--- src/rtl/cc_unit.sv ---
// Condition-code producer: nzp generation, MEM/WB CC tracking, CC commit and branch forwarding.
// Define CC_FORWARD_EN to forward in-flight nzp; otherwise branches wait for every producer to commit.
module cc_unit (
  input  logic        clk,
  input  logic        reset,
  input  logic        stall,
  input  logic        flush,
  input  logic        ex_sets_cc,
  input  logic        ex_is_load,
  input  logic [15:0] ex_result,
  input  logic        mem_resp,
  input  logic [15:0] mem_rdata,
  output logic [2:0]  cc,
  output logic [2:0]  mem_nzp,
  output logic [1:0]  mem_res_bits
);

  function automatic logic [2:0] nzp(input logic [15:0] v);
    logic n, z;
    n = v[15];
    z = (v == '0);
    return {n, z, !n && !z};
  endfunction

  logic       m_v, m_known, w_v;
  logic [2:0] m_nzp, w_nzp;
  logic       m_resolve;
  logic [2:0] m_nzp_res;
  logic [2:0] ex_nzp;
  logic [2:0] rdata_nzp;

  assign ex_nzp    = nzp(ex_result);
  assign rdata_nzp = nzp(mem_rdata);
  assign m_resolve = m_v && !m_known && mem_resp;
  // Resolved MEM value, including load data arriving this cycle.
  assign m_nzp_res = m_resolve ? rdata_nzp : m_nzp;

  always_ff @(posedge clk or posedge reset) begin
    if (reset) begin
      m_v     <= 1'b0;
      m_known <= 1'b0;
      m_nzp   <= 3'b010;
      w_v     <= 1'b0;
      w_nzp   <= 3'b010;
      cc      <= 3'b010;
    end else if (!stall) begin
      m_v     <= ex_sets_cc && !flush;
      m_known <= !ex_is_load;
      m_nzp   <= ex_nzp;
      w_v     <= m_v;
      w_nzp   <= m_nzp_res;
      if (w_v)
        cc <= w_nzp;
    end else begin
      if (flush)
        m_v <= 1'b0;
      if (m_resolve) begin
        m_known <= 1'b1;
        m_nzp   <= rdata_nzp;
      end
    end
  end

`ifdef CC_FORWARD_EN
  always_comb begin
    mem_nzp      = cc;
    mem_res_bits = 2'b00;
    if (m_v) begin
      mem_nzp      = m_nzp_res;
      mem_res_bits = (m_known || mem_resp) ? 2'b11 : 2'b01;
    end else if (w_v) begin
      mem_nzp      = w_nzp;
      mem_res_bits = 2'b11;
    end
  end
`else
  always_comb begin
    mem_nzp      = cc;
    mem_res_bits = (m_v || w_v) ? 2'b01 : 2'b00;
  end
`endif

endmodule

--- config.mk ---
export PLATFORM = sky130hd
export DESIGN_NAME = cc_unit
export DESIGN_NICKNAME = d
export VERILOG_FILES = /design/src/rtl/cc_unit.sv
export SDC_FILE = /design/constraint.sdc
export NUM_CORES = 1
export LEC_CHECK = 0
export BUFFER_PORTS_ARGS = -buffer_cell sky130_fd_sc_hd__buf_2
export CORE_MARGIN = 2
export CORE_UTILIZATION = 35
export DETAILED_ROUTE_END_ITERATION = 10
export PLACE_DENSITY = 0.74
export SETUP_SLACK_MARGIN = 0.2
export SKIP_LAST_GASP = 1
export SYNTH_ARGS = -nofsm -noshare
export SYNTH_HDL_FRONTEND = slang
export SYNTH_SLANG_ARGS = --single-unit
--- constraint.sdc ---
create_clock -name clk -period 1.2 [get_ports clk]
set_input_delay 0.06 -clock clk [delete_from_list [all_inputs] [get_ports clk]]
set_output_delay 0.06 -clock clk [all_outputs]
set_load 0.05 [all_outputs]
==> reports/qor.csv, run 1 <==
metric,value,unit
cts_max_level,1,
endpoint_kind,flip-flop,
worstHoldPathCells,3,
worstHoldStart,ex_result[15],
rsz0062_at_grt,true,
crit_path_frequent_cell,mux2_4,
skew,4.20,ps
gr-usage-met3,0.0353,
syn_area,633,um^2
cp_cell_sequence,buf_6 -> nand3b_4 -> mux2_4 -> mux2_4,
multi_input_area,287,um^2
die-area,0.00217,mm^2
hp-class,in -> reg,
finish.utilization,0.581,
firstDrtPassIters,4,
critical-path-slowest-cell,dfrtp_1,
synth.yosys.seq_area_share,0.480,
period_minus_slack,1270,ps
fp.dieW,46.5,um
clk_latency,270,ps
status,"finished, violations left",
yosysWarnings,0,
use_met2,0.256,
grt-busiest-layer,met2,
area_growth_syn_to_layout,56.7,%
arrival,1430,ps
num_rows,15,
overflow,0,
crit_family,multiplexers,
stdcell_count,134,
worstHoldEndpoint,m_nzp[2],
hold_viol_final,0,
pwr_density_cell,1490,mW/mm^2
max_stage_delay,410,ps
setup_tns,-221,ps
portBuffers,45,
drt-initial-drc-count,10,
syn-num-nets,96,
ys_ff_latch,12,
dp_hpwl,1.22,mm
yosysUniqueCellTypes,22,
leakage,0.520,nW
rr_worst_depth,4,
drv_slew,0,
cts.path.max_buffers,2,
r2r-start,m_v,
fillCellCount,150,
cts_tree,done,
setup_viol,4,
start_util,0.371,
viasPerCell,4.67,
nets,149,
first_global_vias,517,
cts_num_sinks,12,
gp_congestion,0.737,
r2r_end,w_nzp[2],
drc,0,
path_class,reg -> reg,
rrSetupSlack,-70,ps
wl,1.52,mm
dp_worst_setup_slack,-48.7,ps
wl_per_cell,11.3,um
maxCapViolations,0,
violations,setup timing,
crit_fanout,2,
antenna_found_initial,0,
crit_buf_inv,1,
synthCells,57,
die_h,46.5,um
cts_made_buffers,3,
cts_root_buffer,clkbuf_4,
grt_max_degree,13,
path_depth,4,
ir_worst_vdd,0.694,mV
ant_nets,0,
diodes,0,
vias,626,
grt_usage,0.153,
power.total,1.48,mW
synth.avg_cell_area,11.1,um^2
core,0.00171,mm^2
register_area,307,um^2
fmax,0.786,GHz
final_layout_size_suffix_gt1_frac,0.633,
dp_cells,125,
clkSlewWorstSetupHoldPaths,80,ps
cp.required,1360,ps
period_share,1.06,
grt_first_pass_wirelength,2.24,mm
io_pins,47,
critPathLaunchType,flip-flop,
fin_ws,-72.2,ps
grt.met1_usage,0.191,
-- through the flow --
stage | cell area (um^2) | hold WS [ps]
2_1_floorplan | 636 | -77.6
3_3_place_gp | 880 | 81.3
3_5_place_dp | 880 | 89.2
4_1_cts | 992 | 52.6
5_1_grt | 992 | 66.2
6_report | 992 | 49.1
-- layout by cell type, fill, tap and decap left out, types with 2 or more instances in the layout --
| cell type | Yosys | final |
|---|---|---|
| buf_2 | 1 | 42 |
| nor4_1 | 8 | 8 |
| dfrtp_1 | 9 | 7 |
| mux2_2 | 5 | 5 |
| inv_1 | 4 | 4 |
| nand2_1 | 4 | 4 |
| a21oi_1 | 4 | 4 |
| buf_4 | 4 | 4 |
| dfstp_2 | 3 | 3 |
| clkbuf_4 | 0 | 3 |
| dlygate4sd3_1 | 0 | 3 |
| buf_8 | 0 | 3 |
| mux2_4 | 2 | 2 |
| mux2i_1 | 2 | 2 |
| dfrtp_2 | 0 | 2 |
-- power by group --
| group | internal (mW) | switching [mW] | leakage [nW] |
|---|---|---|---|
| Clock | 0.128 | 0.129 | 0.0150 |
| Sequential | 0.494 | 0.0498 | 0.138 |
| Combinational | 0.256 | 0.417 | 0.367 |
-- logic make-up after synthesis --
family | after synthesis | share of synthesized area
AO/OA/AOI/OAI | 9 | 0.0929
buffers and inverters | 9 | 0.0790
flip-flops | 12 | 0.480
multiplexers | 9 | 0.168
other | 1 | 0.00592
AND/OR/NAND/NOR | 17 | 0.174
-- final cells by class --
type / instances / share of cell area
Clock buffer: 4 / 0.0265
Inverter: 4 / 0.0151
Multi-Input combinational cell: 36 / 0.289
Sequential cell: 12 / 0.309
Tap cell: 25 / 0.0315
Timing Repair Buffer: 53 / 0.329
-- routing by layer --
layer  routed length, um  share of wire  up-vias
li1                    -              -      306
met1                 603           0.40      284
met2                 800           0.53       32
met3                 101          0.066        4
met4                  15         0.0099        0
met5                   0              0        -
-- worst max path at each step --
| stage | end | slack, ps | startpoint |
|---|---|---|---|
| 2_1_floorplan | w_nzp[2] | -7 | m_known |
| 3_3_place_gp | w_nzp[2] | 20 | m_known |
| 3_5_place_dp | w_nzp[0] | -50 | mem_rdata[10] |
| 4_1_cts | w_nzp[2] | -40 | m_v |
| 5_1_grt | w_nzp[2] | -100 | m_v |
| 6_report | w_nzp[2] | -70 | m_v |
-- synth_stat cells --
library cell	instances	area share
conb_1	1	0.0059
nand3b_4	1	0.032
nor4_1	8	0.079
o21ba_2	1	0.016
buf_4	4	0.047
mux2i_1	2	0.032
inv_1	4	0.024
nand2_1	4	0.024
mux2_2	5	0.089
mux2_4	2	0.047
or2_2	1	0.0099
a2bb2oi_1	1	0.014
dfstp_2	3	0.12
nor2_1	1	0.0059
o31ai_1	1	0.012
nand4_1	1	0.0099
and4_1	1	0.014
dfrtp_1	9	0.36
buf_2	1	0.0079
a21oi_1	4	0.032
o21ai_0	1	0.0079
a22oi_1	1	0.012
-- worst min-delay path, delay by kind of cell --
kind,cells,cell delay [ps]
AO/OA/AOI/OAI,1,50
buffers and inverters,2,170
-- timing repair --
item / 4_1_cts / 5_1_grt
setup buffers: 2 / 0
setup endpoints to repair: 9 / 11
pin swaps: 3 / 0
hold endpoints to repair: 11 / 0
gates resized for setup: 13 / 0
hold buffers: 3 / 0
-- flip-flops by register name (all words and copies together), names as in the netlist --
name	cells
cc	3
m_v	1
m_known	1
w_nzp	3
w_v	1
m_nzp	3
No activity file was read; power rests on OpenSTA's default activity.
==> run 2: changes to the inputs <==
--- a/config.mk
+++ b/config.mk
@@ -5,11 +5,12 @@
 export SDC_FILE = /design/constraint.sdc
 export NUM_CORES = 1
 export LEC_CHECK = 0
+export ABC_AREA = 1
 export BUFFER_PORTS_ARGS = -buffer_cell sky130_fd_sc_hd__buf_2
 export CORE_MARGIN = 2
 export CORE_UTILIZATION = 35
 export DETAILED_ROUTE_END_ITERATION = 10
-export PLACE_DENSITY = 0.74
+export PLACE_DENSITY = 0.73
 export SETUP_SLACK_MARGIN = 0.2
 export SKIP_LAST_GASP = 1
 export SYNTH_ARGS = -nofsm -noshare
==> run 2 against run 1 <==
Effect of this change: the run now ends clean; sequential share of layout area is 2.0 points lower; total power shrank 7.6%; clock skew down 3.8 ps.
==> reports/qor.csv, run 2 <==
metric,value,unit,change
synth.avg_cell_area,7.56,um^2,-32%
ys_ff_latch,12,,unchanged
syn-num-nets,127,,+32%
skew,0.354,ps,-3.84 ps
fp.dieW,47.6,um,+2.3%
viasPerCell,4.54,,-2.9%
synth.yosys.seq_area_share,0.457,,-0.0235
start_util,0.377,,+0.00661
grt_max_degree,13,,unchanged
finish.utilization,0.602,,+0.0212
p_int,0.857,mW,-2.5%
crit_start,m_v,,
drt-initial-drc-count,6,,-4
fmax,0.900,GHz,+14%
grt_usage,0.161,,+0.00808
dp_hpwl,1.26,mm,+3.3%
pwr_density_cell,1280,mW/mm^2,-14%
antenna_found_initial,0,,unchanged
period_share,0.926,,-0.134
path_class,reg -> out,,
critical-path-slowest-cell,dfrtp_1,,
cts_tree,done,,
wl,1.70,mm,+12%
wl_met3,89,um,-12%
fin_hold_ws,45.3,ps,-3.87 ps
power.total,1.36,mW,-7.6%
rsz0062_at_grt,true,,
wl_met2,903,um,+13%
first_global_vias,718,,+39%
yosysMostFrequentCell,nand2_1,,
cts_root_buffer,clkbuf_4,,
synth_edf_count,0,,unchanged
wl_met1,642,um,+6.5%
grt_first_pass_wirelength,2.59,mm,+15%
dp_worst_setup_slack,184,ps,+233 ps
seqPwrFrac,0.372,,+0.003
async_flop_share,1.00,,unchanged
r2r-start,m_v,,
num_rows,15,,unchanged
wl_per_cell,10.5,um,-7.3%
cp.required,1140,ps,-220 ps
arrival,1050,ps,-380 ps
period_minus_slack,1110,ps,-161 ps
clk_latency,270,ps,about the same
core,0.00176,mm^2,+3.3%
die_h,47.6,um,+2.3%
io_pins,47,,unchanged
hp-class,in -> reg,,
syn_area,666,um^2,+5.1%
finalInstanceArea,0.00106,mm^2,+7.1%
cts.path.max_buffers,2,,unchanged
cts_num_sinks,12,,unchanged
gp_congestion,0.742,,+0.71%
final_common_cell,buf_2,,
switching_share,0.371,,-0.0326
portBuffers,45,,unchanged
leakage,0.564,nW,+8.4%
crit_fanout,2,,unchanged
synthTopCellsByCount,"nand2_1 (28), nor2_1 (23), dfrtp_1 (9)",,
setup_tns,0,ps,+221 ps
maxCapViolations,0,,unchanged
routed.top_layer,met4,,
yosysTopAreaCellShare,0.338,,-0.0174
fin_ws,88.4,ps,+161 ps
worstHoldStart,ex_sets_cc,,
ir_worst_vdd,0.679,mV,-2.0%
area_growth_syn_to_layout,59.6,%,
cts_made_buffers,3,,unchanged
pwr-share-clk,0.233,,+0.058
diodes,0,,unchanged
share_comb_of_total_power,0.396,,-0.060
fillCellCount,169,,+13%
drv_slew,0,,unchanged
die-area,0.00227,mm^2,+4.7%
critPathLaunchType,flip-flop,,
setup_viol,0,,-4
yosys-top-cells-area,"dfrtp_1 (34%), nand2_1 (16%), nor2_1 (13%)",,
clkSlewWorstSetupHoldPaths,70,ps,about the same
most-common-layout-cells,"buf_2 (40), nand2_1 (24), nor2_1 (23)",,
cp_cell_sequence,or2_4 -> buf_8,,
endpoint_kind,primary output,,
power.switching,0.507,mW,-15%
synth_ff_type,dfrtp_1,,
final_layout_size_suffix_gt1_frac,0.526,,-0.107
status,completed,,
stdcell_count,162,,+21%
cts_max_level,1,,unchanged
drc,0,,unchanged
yosysWarnings,0,,unchanged
max_stage_delay,400,ps,about the same
firstDrtPassIters,3,,-1
overflow,0,,unchanged
dp_cells,153,,+22%
vias,735,,+17%
hold_viol_final,0,,unchanged
top_regs,"cc x3, m_nzp x3, w_nzp x3",,
yosysUniqueCellTypes,19,,-14%
nets,177,,+19%
synthCells,88,,+54%
place_area,890,um^2,+1.1%
yosys.area.top_type,dfrtp_1,,
ant_nets,0,,unchanged
## run 2: cell count changes after synthesis, sizes merged, moves of 2 or more
| cell | delta |
|---|---|
| a21oi | -2 |
| nor3 | +2 |
| mux2 | -4 |
| nand3 | +3 |
| nor2 | +23 |
| mux2i | -2 |
| nor4 | -8 |
| nand2 | +24 |
## run 2: cells by family after synthesis
kind of cell	after synthesis	share of synthesized area
DFF	12	0.457
AOI/OAI and AO/OA	4	0.0338
muxes	3	0.0507
and+or+nand+nor	60	0.383
buffers and inverters	8	0.0695
other	1	0.00563
## run 2: power by group through the flow
| stage | Combinational (mW) | Sequential, mW | Clock [mW] |
|---|---|---|---|
| after floorplan | 0.261 | 0.603 | 0 |
| after global placement | 0.446 | 0.505 | 0 |
| after detailed placement | 0.453 | 0.508 | 0 |
| after CTS | 0.503 | 0.501 | 0.330 |
| after global routing | 0.575 | 0.514 | 0.356 |
| final | 0.540 | 0.507 | 0.317 |
## run 2: per-layer routing
metal	track usage	up-vias
li1	-	369
met1	0.172	324
met3	0.0264	8
met2	0.297	34
met4	0.0865	0
met5	0	-
## run 2: worst max-delay path: cells and delay by family, from the launching register on
| family | cells | cell delay [ps] |
|---|---|---|
| buffers and inverters | 1 | 150 |
| AND/OR/NAND/NOR | 1 | 240 |
| flip-flops | 1 | 400 |
## run 2: layout make-up
type	count	area, um^2	share of cell area
tap	25	31.3	0.0294
timing repair buffer	50	309	0.291
clock buffer	4	36.3	0.0342
sequential	12	307	0.289
inverter	3	13.8	0.0130
multi-input combinational	68	365	0.344
## run 2: worst paths after layout
| check | endpoint | slack, ps | cells after the start |
|---|---|---|---|
| worst min-delay path | m_v | 50 | 3 |
| worst min register to register | w_nzp[1] | 470 | 2 |
| worst max-delay path | mem_res_bits[0] | 90 | 2 |
| max in group asynchronous | m_nzp[1] | 520 | 3 |
| worst max register to register | w_nzp[1] | 110 | 6 |
| min in group asynchronous | w_nzp[0] | 340 | 3 |
## run 2: repair_timing
action,in CTS,in global routing
buffers inserted,2,0
endpoints found under the hold margin,11,0
resized for setup,11,15
setup endpoints to repair,7,15
pin swaps,4,3
hold buffers,3,0
==> run 3: changes to the inputs <==
--- a/config.mk
+++ b/config.mk
@@ -10,7 +10,7 @@
 export CORE_MARGIN = 2
 export CORE_UTILIZATION = 35
 export DETAILED_ROUTE_END_ITERATION = 10
-export PLACE_DENSITY = 0.73
+export PLACE_DENSITY = 0.7
 export SETUP_SLACK_MARGIN = 0.2
 export SKIP_LAST_GASP = 1
 export SYNTH_ARGS = -nofsm -noshare
==> run 3 against run 2 <==
Effect of this change: sequential cell count did not move; global-route usage fell by 0.65 points; register-to-register slack barely moved; worst setup slack got worse by 15 ps; wire length fell by 8.7%; largest cell class unchanged; largest power group unchanged.
==> reports/qor.csv, run 3 (synthesized netlist as in run 2, its figures left out) <==
metric,value,unit,change
die-area,0.00227,mm^2,unchanged
final_common_cell,buf_2,,
rr_worst_depth,6,,unchanged
path_class,reg -> out,,
fin_ws,73.3,ps,-15.1 ps
power.total,1.34,mW,-2.0%
portBuffers,45,,unchanged
dp_hpwl,1.17,mm,-7.6%
status,completed,,
pwr_density_cell,1280,mW/mm^2,about the same
cp.required,1140,ps,about the same
overflow,0,,unchanged
stdcell_count,162,,unchanged
finish.utilization,0.590,,-0.0121
core,0.00176,mm^2,unchanged
io_pins,47,,unchanged
ir_worst_vdd,0.676,mV,-0.53%
rsz0062_at_grt,true,,
drt-initial-drc-count,1,,-5
cts_made_buffers,3,,unchanged
register_area,307,um^2,unchanged
leakage,0.560,nW,-0.73%
fmax,0.888,GHz,-1.3%
diodes,0,,unchanged
area_growth_syn_to_layout,56.4,%,
final_layout_size_suffix_gt1_frac,0.496,,-0.0292
maxCapViolations,0,,unchanged
hp-class,in -> reg,,
multi_input_area,349,um^2,-4.5%
firstDrtPassIters,2,,-1
crit_fanout,2,,unchanged
cts_max_level,1,,unchanged
place_area,890,um^2,unchanged
drc,0,,unchanged
dp_cells,153,,unchanged
die_h,47.6,um,unchanged
wl,1.56,mm,-8.7%
grt_usage,0.154,,-0.00647
worstHoldStart,ex_result[15],,
hold_viol_final,0,,unchanged
skew,0.851,ps,+0.497 ps
arrival,1070,ps,+20 ps
period_minus_slack,1130,ps,+15.1 ps
fillCellCount,168,,-0.59%
dp_worst_setup_slack,190,ps,+6.26 ps
most-common-layout-cells,"buf_2 (42), nand2_1 (27), nor2_1 (23)",,
clkSlewWorstSetupHoldPaths,70,ps,about the same
grt_first_pass_wirelength,2.45,mm,-5.3%
setup_viol,0,,unchanged
nets,177,,unchanged
critPathLaunchType,flip-flop,,
r2r_end,m_nzp[1],,
antenna_found_initial,0,,unchanged
setup_tns,0,ps,unchanged
drv_slew,0,,unchanged
vias,689,,-6.3%
clk_latency,270,ps,about the same
worstHoldEndpoint,m_nzp[2],,
worstHoldPathCells,3,,unchanged
wl_per_cell,9.60,um,-8.7%
grt_max_degree,13,,unchanged
num_rows,15,,unchanged
first_global_vias,620,,-14%
fin_hold_ws,53.5,ps,+8.22 ps
finalInstanceArea,0.00104,mm^2,-2.0%
viasPerCell,4.25,,-6.3%
rrSetupSlack,110,ps,about the same
cts_tree,done,,
period_share,0.939,,+0.0126
r2r-start,m_v,,
gp_congestion,0.751,,+1.2%
start_util,0.377,,unchanged
cts_root_buffer,clkbuf_4,,
top_regs,"cc x3, m_nzp x3, w_nzp x3",,
cts_num_sinks,12,,unchanged
endpoint_kind,primary output,,
cts.path.max_buffers,2,,unchanged
ant_nets,0,,unchanged
fp.dieW,47.6,um,unchanged
run 3: how the worst max path moves through the flow:
stage / to / cells past startpoint / start / slack, ps
global route: mem_res_bits[0] / 2 / m_v / 50
detailed placement: m_nzp[2] / 4 / m_known / 190
finish: mem_res_bits[0] / 2 / m_v / 70
global placement: m_nzp[2] / 4 / m_known / 180
CTS: mem_res_bits[0] / 2 / w_v / 90
floorplan: mem_nzp[1] / 1 / cc[1] / 220
run 3: critical path, cell delays in order, from the launching register on:
cell and delay [ps]:
dfrtp_1 400, or2_4 240, buf_8 150
run 3: report_power, final:
part           internal (mW)  switching [mW]
clock                  0.184           0.134
sequential             0.468          0.0355
combinational          0.187           0.328
total                  0.839           0.497
run 3: timing repair:
item                                    CTS  global route
endpoints found under the setup margin    6            13
resized for setup                        13             5
buffers inserted                          2             0
hold buffers                              3             0
pin swaps                                 1             1
hold endpoints to repair                 11             0
run 3: cell type report:
type / instances / area share
clock buffer: 4 / 0.0349
inverter: 3 / 0.0132
multi-input combinational: 68 / 0.335
timing repair buffer: 50 / 0.292
tap: 25 / 0.0300
sequential: 12 / 0.294
run 3: layer usage:
metal  track usage  routed length, um  vias to the layer above
met5             0                  0                        -
met4        0.0649                 14                        0
met3        0.0226                 82                        2
met2         0.270                814                       31
met1         0.188                644                      289
li1              -                  -                      367
